**src/rtl/shift_agc_ctrl.sv**
```systemverilog
// shift_agc_ctrl: automatic shift-select controller for the 32-to-8 bit slice shifter
// Ports: clk/rst (sync, active-high); enable/manual/manual_sh select the mode (manual wins);
// data_in/valid_data_in are the sample stream, forwarded one cycle later on data_out/valid_data_out;
// sh_amt drives the shifter (slice [2*sh+7:2*sh]); sh_update pulses when sh_amt changes;
// clip flags a forwarded sample that did not fit the shift in force when it arrived.
module shift_agc_ctrl #(
    parameter int WIN_LOG2      = 8,
    parameter int DECAY_WINDOWS = 4,
    parameter int MAX_SH        = 12,
    parameter int INIT_SH       = 0
) (
    input  logic        clk,
    input  logic        rst,
    input  logic        enable,
    input  logic        manual,
    input  logic [3:0]  manual_sh,
    input  logic [31:0] data_in,
    input  logic        valid_data_in,
    output logic [31:0] data_out,
    output logic        valid_data_out,
    output logic [3:0]  sh_amt,
    output logic        sh_update,
    output logic        clip
);
    localparam int DW = DECAY_WINDOWS > 1 ? $clog2(DECAY_WINDOWS) : 1;
    localparam logic [3:0] L_MAX = 4'(MAX_SH);
    localparam logic [3:0] L_INIT = 4'(INIT_SH);
    localparam logic [DW-1:0] L_DECAY_LAST = DW'(DECAY_WINDOWS - 1);

    typedef enum logic [1:0] {IDLE, MANUAL, TRACK} state_t;

    state_t              r_state, w_state_next;
    logic [WIN_LOG2-1:0] r_win, w_win_cur, w_win_next;
    logic [30:0]         r_peak, w_peak_cur, w_peak_next, w_mag, w_acc;
    logic [DW-1:0]       r_decay, w_decay_cur, w_decay_next;
    logic [3:0]          r_sh, w_sh_next, w_target_raw, w_target, w_man_sh;
    logic [4:0]          w_lead;
    logic [5:0]          w_thr;
    logic [31:0]         r_data;
    logic                r_valid, r_upd, r_clip, w_clip_next, w_over, w_last;

    // One's complement magnitude: the top set bit matches the bit count the
    // two's-complement slice needs, and ~(-2^31) cannot overflow.
    always_comb begin
        w_mag = data_in[31] ? ~data_in[30:0] : data_in[30:0];
        w_thr = 6'd7 + {1'b0, r_sh, 1'b0};
        w_over = |(w_mag >> w_thr);
        w_man_sh = manual_sh > L_MAX ? L_MAX : manual_sh;
    end

    // Window bookkeeping only survives while TRACK persists; any entry starts fresh.
    always_comb begin
        w_win_cur = r_state == TRACK ? r_win : '0;
        w_peak_cur = r_state == TRACK ? r_peak : '0;
        w_decay_cur = r_state == TRACK ? r_decay : '0;
        w_acc = w_peak_cur | w_mag;
        w_last = valid_data_in && (w_win_cur == '1);
    end

    // Leading-one position of the accumulated peak, including this sample.
    always_comb begin
        w_lead = '0;
        for (int i = 0; i < 31; i++)
            if (w_acc[i]) w_lead = 5'(i);
        w_target_raw = w_lead <= 5'd6 ? 4'd0 : 4'((w_lead - 5'd5) >> 1);
        w_target = w_target_raw > L_MAX ? L_MAX : w_target_raw;
    end

    always_comb begin
        w_state_next = manual ? MANUAL : (enable ? TRACK : IDLE);
        w_win_next = '0;
        w_peak_next = '0;
        w_decay_next = '0;
        w_sh_next = r_sh;
        w_clip_next = 1'b0;
        if (w_state_next == MANUAL) begin
            w_sh_next = w_man_sh;
        end else if (w_state_next == TRACK) begin
            w_win_next = w_win_cur;
            w_peak_next = w_peak_cur;
            w_decay_next = w_decay_cur;
            if (valid_data_in) begin
                w_win_next = w_win_cur + 1'b1;
                w_peak_next = w_last ? '0 : w_acc;
                w_clip_next = w_over;
                if (w_last) begin
                    // Attack jumps straight to the target; decay steps down by one
                    // only after enough consecutive under-range windows.
                    if (w_target > r_sh) begin
                        w_sh_next = w_target;
                        w_decay_next = '0;
                    end else if (w_target == r_sh) begin
                        w_decay_next = '0;
                    end else if (w_decay_cur == L_DECAY_LAST) begin
                        w_sh_next = r_sh - 1'b1;
                        w_decay_next = '0;
                    end else begin
                        w_decay_next = w_decay_cur + 1'b1;
                    end
                end
            end
        end
    end

    always_ff @(posedge clk) begin
        if (rst) begin
            r_state <= IDLE;
            r_win <= '0;
            r_peak <= '0;
            r_decay <= '0;
            r_sh <= L_INIT;
            r_upd <= 1'b0;
            r_clip <= 1'b0;
            r_data <= '0;
            r_valid <= 1'b0;
        end else begin
            r_state <= w_state_next;
            r_win <= w_win_next;
            r_peak <= w_peak_next;
            r_decay <= w_decay_next;
            r_sh <= w_sh_next;
            r_upd <= w_sh_next != r_sh;
            r_clip <= w_clip_next;
            r_data <= data_in;
            r_valid <= valid_data_in;
        end
    end

    assign data_out = r_data;
    assign valid_data_out = r_valid;
    assign sh_amt = r_sh;
    assign sh_update = r_upd;
    assign clip = r_clip;
endmodule
```
**config.mk**
```make
export PLATFORM = sky130hd
export DESIGN_NAME = shift_agc_ctrl
export DESIGN_NICKNAME = d
export VERILOG_FILES = /design/src/rtl/shift_agc_ctrl.sv
export SDC_FILE = /design/constraint.sdc
export NUM_CORES = 1
export LEC_CHECK = 0
export BUFFER_PORTS_ARGS = -buffer_cell sky130_fd_sc_hd__buf_2
export CORE_ASPECT_RATIO = 0.5
export CORE_MARGIN = 1
export CORE_UTILIZATION = 40
export CTS_CLUSTER_DIAMETER = 80
export CTS_CLUSTER_SIZE = 10
export DETAILED_ROUTE_END_ITERATION = 7
export PLACE_DENSITY = 0.67
export RECOVER_POWER = 50
export SLEW_MARGIN = 20
export SYNTH_ARGS = -nofsm -noshare
export SYNTH_HDL_FRONTEND = slang
export SYNTH_SLANG_ARGS = --single-unit
export TNS_END_PERCENT = 1
```
**constraint.sdc**
```tcl
create_clock -name clk -period 6.69 [get_ports clk]
set_clock_uncertainty 0.2 [all_clocks]
set_input_delay 0 -clock clk [delete_from_list [all_inputs] [get_ports clk]]
set_output_delay 0 -clock clk [all_outputs]
set_load 0.01 [all_outputs]
```
==> impl_metrics.tcl <==
set metrics [dict create \
    slew_headroom_pct 49.0 \
    fillers 1180 \
    wire_per_inst_um 16.1 \
    final_cells 898 \
    switching_share_pct 26.1 \
    gr-total-overflow 0 \
    seqPwrFrac_pct 37.8 \
    dp_cells 844 \
    slowest_delay_ps 760 \
    setup_viol 0 \
    cp-start-kind "flop" \
    p_leak_nw 2.29 \
    clockPowerShare_pct 44.5 \
    async_reset_ff_share_pct 0 \
    synth_edf_count 0 \
    syn-mean-instance-area_um2 7.77 \
    yosysWarnings 0 \
    p_sw_uw 354 \
    antenna_found_initial 0 \
    synth_flop_cell "dfxtp_1" \
    drv_cap 0 \
    cts.sinks 81 \
    viasPerCell 5.56 \
    fp.dieW_um 160 \
    dp_hpwl_um 9970 \
    rrSetupSlack_ps 520 \
    io_pins 80 \
    powerDensity_nw_per_um2 223 \
    die_area_um2 12900 \
    yosysSeqAreaShare_pct 32.6 \
    netlist_instances 641 \
    combPwrFrac_pct 17.7 \
    arrival_ps 6150 \
    drtIter0Drc 355 \
    drive_gt1_share_pct 8.05 \
    drt-total-wl_um 14400 \
    clk_latency_ps 350 \
    tightest_slew_ps 764 \
    n_antenna_cell 0 \
    cp_top_family "compound AO/OA/AOI/OAI gates" \
    portBuffers 79 \
    crit_type "reg -> reg" \
    setup_total_negative_slack_ps 0 \
    rows 28 \
    root_buffer "clkbuf_16" \
    hp-class "in -> reg" \
    hold_viol 0 \
    die_height_um 80.9 \
    status "finished clean" \
    period_needed_ps 6170 \
    crit_required_ps 6680 \
    cts_tree "yes" \
    coreArea_um2 12000 \
    fmax_ghz 0.162 \
    first_pass_iters 8 \
    h-tree-depth 3 \
    globalplace.congestion 0.891 \
    crit_path_end_kind "flop" \
    dr_total_vias 4996 \
    syn-cell-area_um2 4980 \
    synthToLayoutAreaGrowth_pct 21.9 \
    slowest_stage "dfxtp_1" \
    timing.critical_path.buf_inv 0 \
    ys_types 69 \
    critPathMaxFanout 21 \
    nets 778 \
    grt_pass1_wl_um 23600 \
    power.internal_mw 1.00 \
    rsz0062_at_grt "no" \
    register_area_um2 1620 \
    cp_cell_sequence "nand2b_1 > a211o_1 > or4_1 > a21oi_1 > nor2_1 > o21ai_0 > ha_1 > a211oi_1 > mux2i_1 > nor2_1 > mux2_4 > or3_1 > ha_1 > nand4_1 > o21ai_2 > and3_1 > o21a_1 > a311oi_1 > o211ai_1 > xnor2_1 > a41oi_1" \
    grt_usage_pct 22.9 \
    cts_buffers 9 \
    ant_nets 0 \
    post_cts_resized 0 \
    clk_pin_slew_ps 60 \
    grt_pass1_vias 4721 \
    ir_worst_vdd_v 0.000122 \
    grt_max_degree 44 \
    clk_path_buf_depth 2 \
    syn_nets 691 \
    initial_utilization_pct 41.6 \
    ys_ff_latch 81 \
    route.detailed.drc 0 \
    post-route-period-util_pct 92.2 \
    multi_input_area_um2 3090 \
    slew_viol_final 0 \
]
metal layers:
metal | wire length, µm | global-route usage, % | vias up
met3 | 867 | 3.98 | 20
met2 | 6840 | 40.5 | 167
met4 | 265 | 7.90 | 0
met1 | 6470 | 28.7 | 2369
met5 | 0 | 0 | -
li1 | - | - | 2440
state kept, by name (all words and copies together), names as in the netlist:
signal	flops
sh_amt	4
clip	1
r_peak	30
sh_update	1
r_decay	2
r_state	2
data_out	32
valid_data_out	1
r_win	8
through the flow:
step	hold slack [ps]	instance area [µm²]	total power, mW	util [%]	worst slack [ps]
5_1_grt	71.9	6070	1.41	50.7	75.6
3_3_place_gp	15.9	5400	0.744	45.1	811
4_1_cts	4.52	6140	1.37	51.3	667
6_report	13.3	6070	1.36	50.7	524
2_1_floorplan	-71.8	4980	0.680	-	1690
3_5_place_dp	42.6	5400	0.745	45.1	702
worst reg2reg max path, stage by stage (launching register included):
cell and delay (ps):
dfxtp_1 760, nand2b_1 460, a211o_1 360, or4_1 420, a21oi_1 370, nor2_1 90, o21ai_0 250, ha_1 260
a211oi_1 80, mux2i_1 270, nor2_1 70, mux2_4 290, or3_1 320, ha_1 280, nand4_1 210, o21ai_2 210
and3_1 210, o21a_1 160, a311oi_1 280, o211ai_1 170, xnor2_1 180, a41oi_1 110
logic make-up after synthesis:
logic type,after synthesis,synth area share [%]
muxes,4,0.904
DFF,81,32.6
AOI/OAI and AO/OA,143,20.3
xor gates and xnor gates,42,7.39
adders and majority gates,9,2.26
buffers and inverters,59,5.45
and+or+nand+nor,303,31.2
power by group through the flow:
stage          Sequential (mW)  Clock [mW]  Combinational (mW)
2_1_floorplan            0.524           0               0.157
4_1_cts                  0.512       0.615               0.241
5_1_grt                  0.515       0.628               0.264
6_report                 0.513       0.603               0.240
3_5_place_dp             0.523           0               0.223
3_3_place_gp             0.523           0               0.221
what timing repair did:
action                                  4_1_cts  5_1_grt
endpoints found under the setup margin        0        0
buffers inserted                              0        0
hold buffers                                 38        0
hold endpoints to repair                     54        0
area by class of cell:
cell class	count	share of cell area (%)
Clock buffer	11	3.83
Clock inverter	5	2.10
Inverter	12	0.742
Multi-Input combinational cell	501	50.9
Sequential cell	81	26.7
Tap cell	165	3.40
Timing Repair Buffer	123	12.3
cells in the final DEF (no fill, tap or decap), drive strengths merged, types with 9 or more instances in the layout:
cell / instances
a21oi: 34
a22oi: 9
a31oi: 13
and3: 16
buf: 26
clkbuf: 70
dfxtp: 81
dlygate4sd3: 38
ha: 9
inv: 12
nand2: 52
nand3: 19
nand3b: 17
nor2: 92
nor2b: 36
nor3: 17
o21ai: 26
xnor2: 23
xor2: 19
cell usage after synthesis (3+ instances only):
| master | count | area share, % |
|---|---|---|
| nand2b_1 | 5 | 0.63 |
| o211ai_1 | 5 | 0.75 |
| a31oi_1 | 13 | 1.6 |
| inv_1 | 12 | 0.90 |
| buf_1 | 4 | 0.30 |
| and3_1 | 16 | 2.0 |
| nand2_1 | 52 | 3.9 |
| dfxtp_1 | 81 | 33 |
| buf_6 | 3 | 0.68 |
| and3b_1 | 6 | 1.1 |
| or2_2 | 5 | 0.63 |
| o21ai_0 | 23 | 2.3 |
| o31ai_1 | 4 | 0.60 |
| buf_2 | 8 | 0.80 |
| nor2b_1 | 36 | 4.5 |
| a21oi_1 | 31 | 3.1 |
| nor3_1 | 17 | 1.7 |
| a41oi_1 | 3 | 0.53 |
| xor2_1 | 19 | 3.3 |
| a32oi_1 | 3 | 0.53 |
| clkbuf_1 | 30 | 2.3 |
| nand3b_1 | 17 | 2.6 |
| nand3_1 | 19 | 1.9 |
| o22ai_1 | 7 | 0.88 |
| and2_1 | 7 | 0.88 |
| xnor2_1 | 23 | 4.0 |
| ha_1 | 9 | 2.3 |
| a2111oi_0 | 4 | 0.70 |
| nor4_1 | 7 | 0.88 |
| a21o_1 | 3 | 0.45 |
| nor2_1 | 92 | 6.9 |
| a22oi_1 | 9 | 1.4 |
| or4_1 | 6 | 0.90 |
| nand4_1 | 6 | 0.75 |
| mux2i_1 | 3 | 0.60 |
| o21a_1 | 7 | 1.1 |
| or3_1 | 6 | 0.75 |
worst paths after layout:
kind / start / endpoint / depth (start not counted)
max reg2reg: r_state[1]$_SDFF_PP0_ / sh_update$_SDFF_PP0_ / 21
min: rst / sh_amt[2]$_SDFF_PP0_ / 2
max: r_state[1]$_SDFF_PP0_ / sh_update$_SDFF_PP0_ / 21
min reg2reg: r_peak[1]$_SDFF_PP0_ / r_peak[1]$_SDFF_PP0_ / 2
Note: power is estimated with default switching activity, not from simulation.
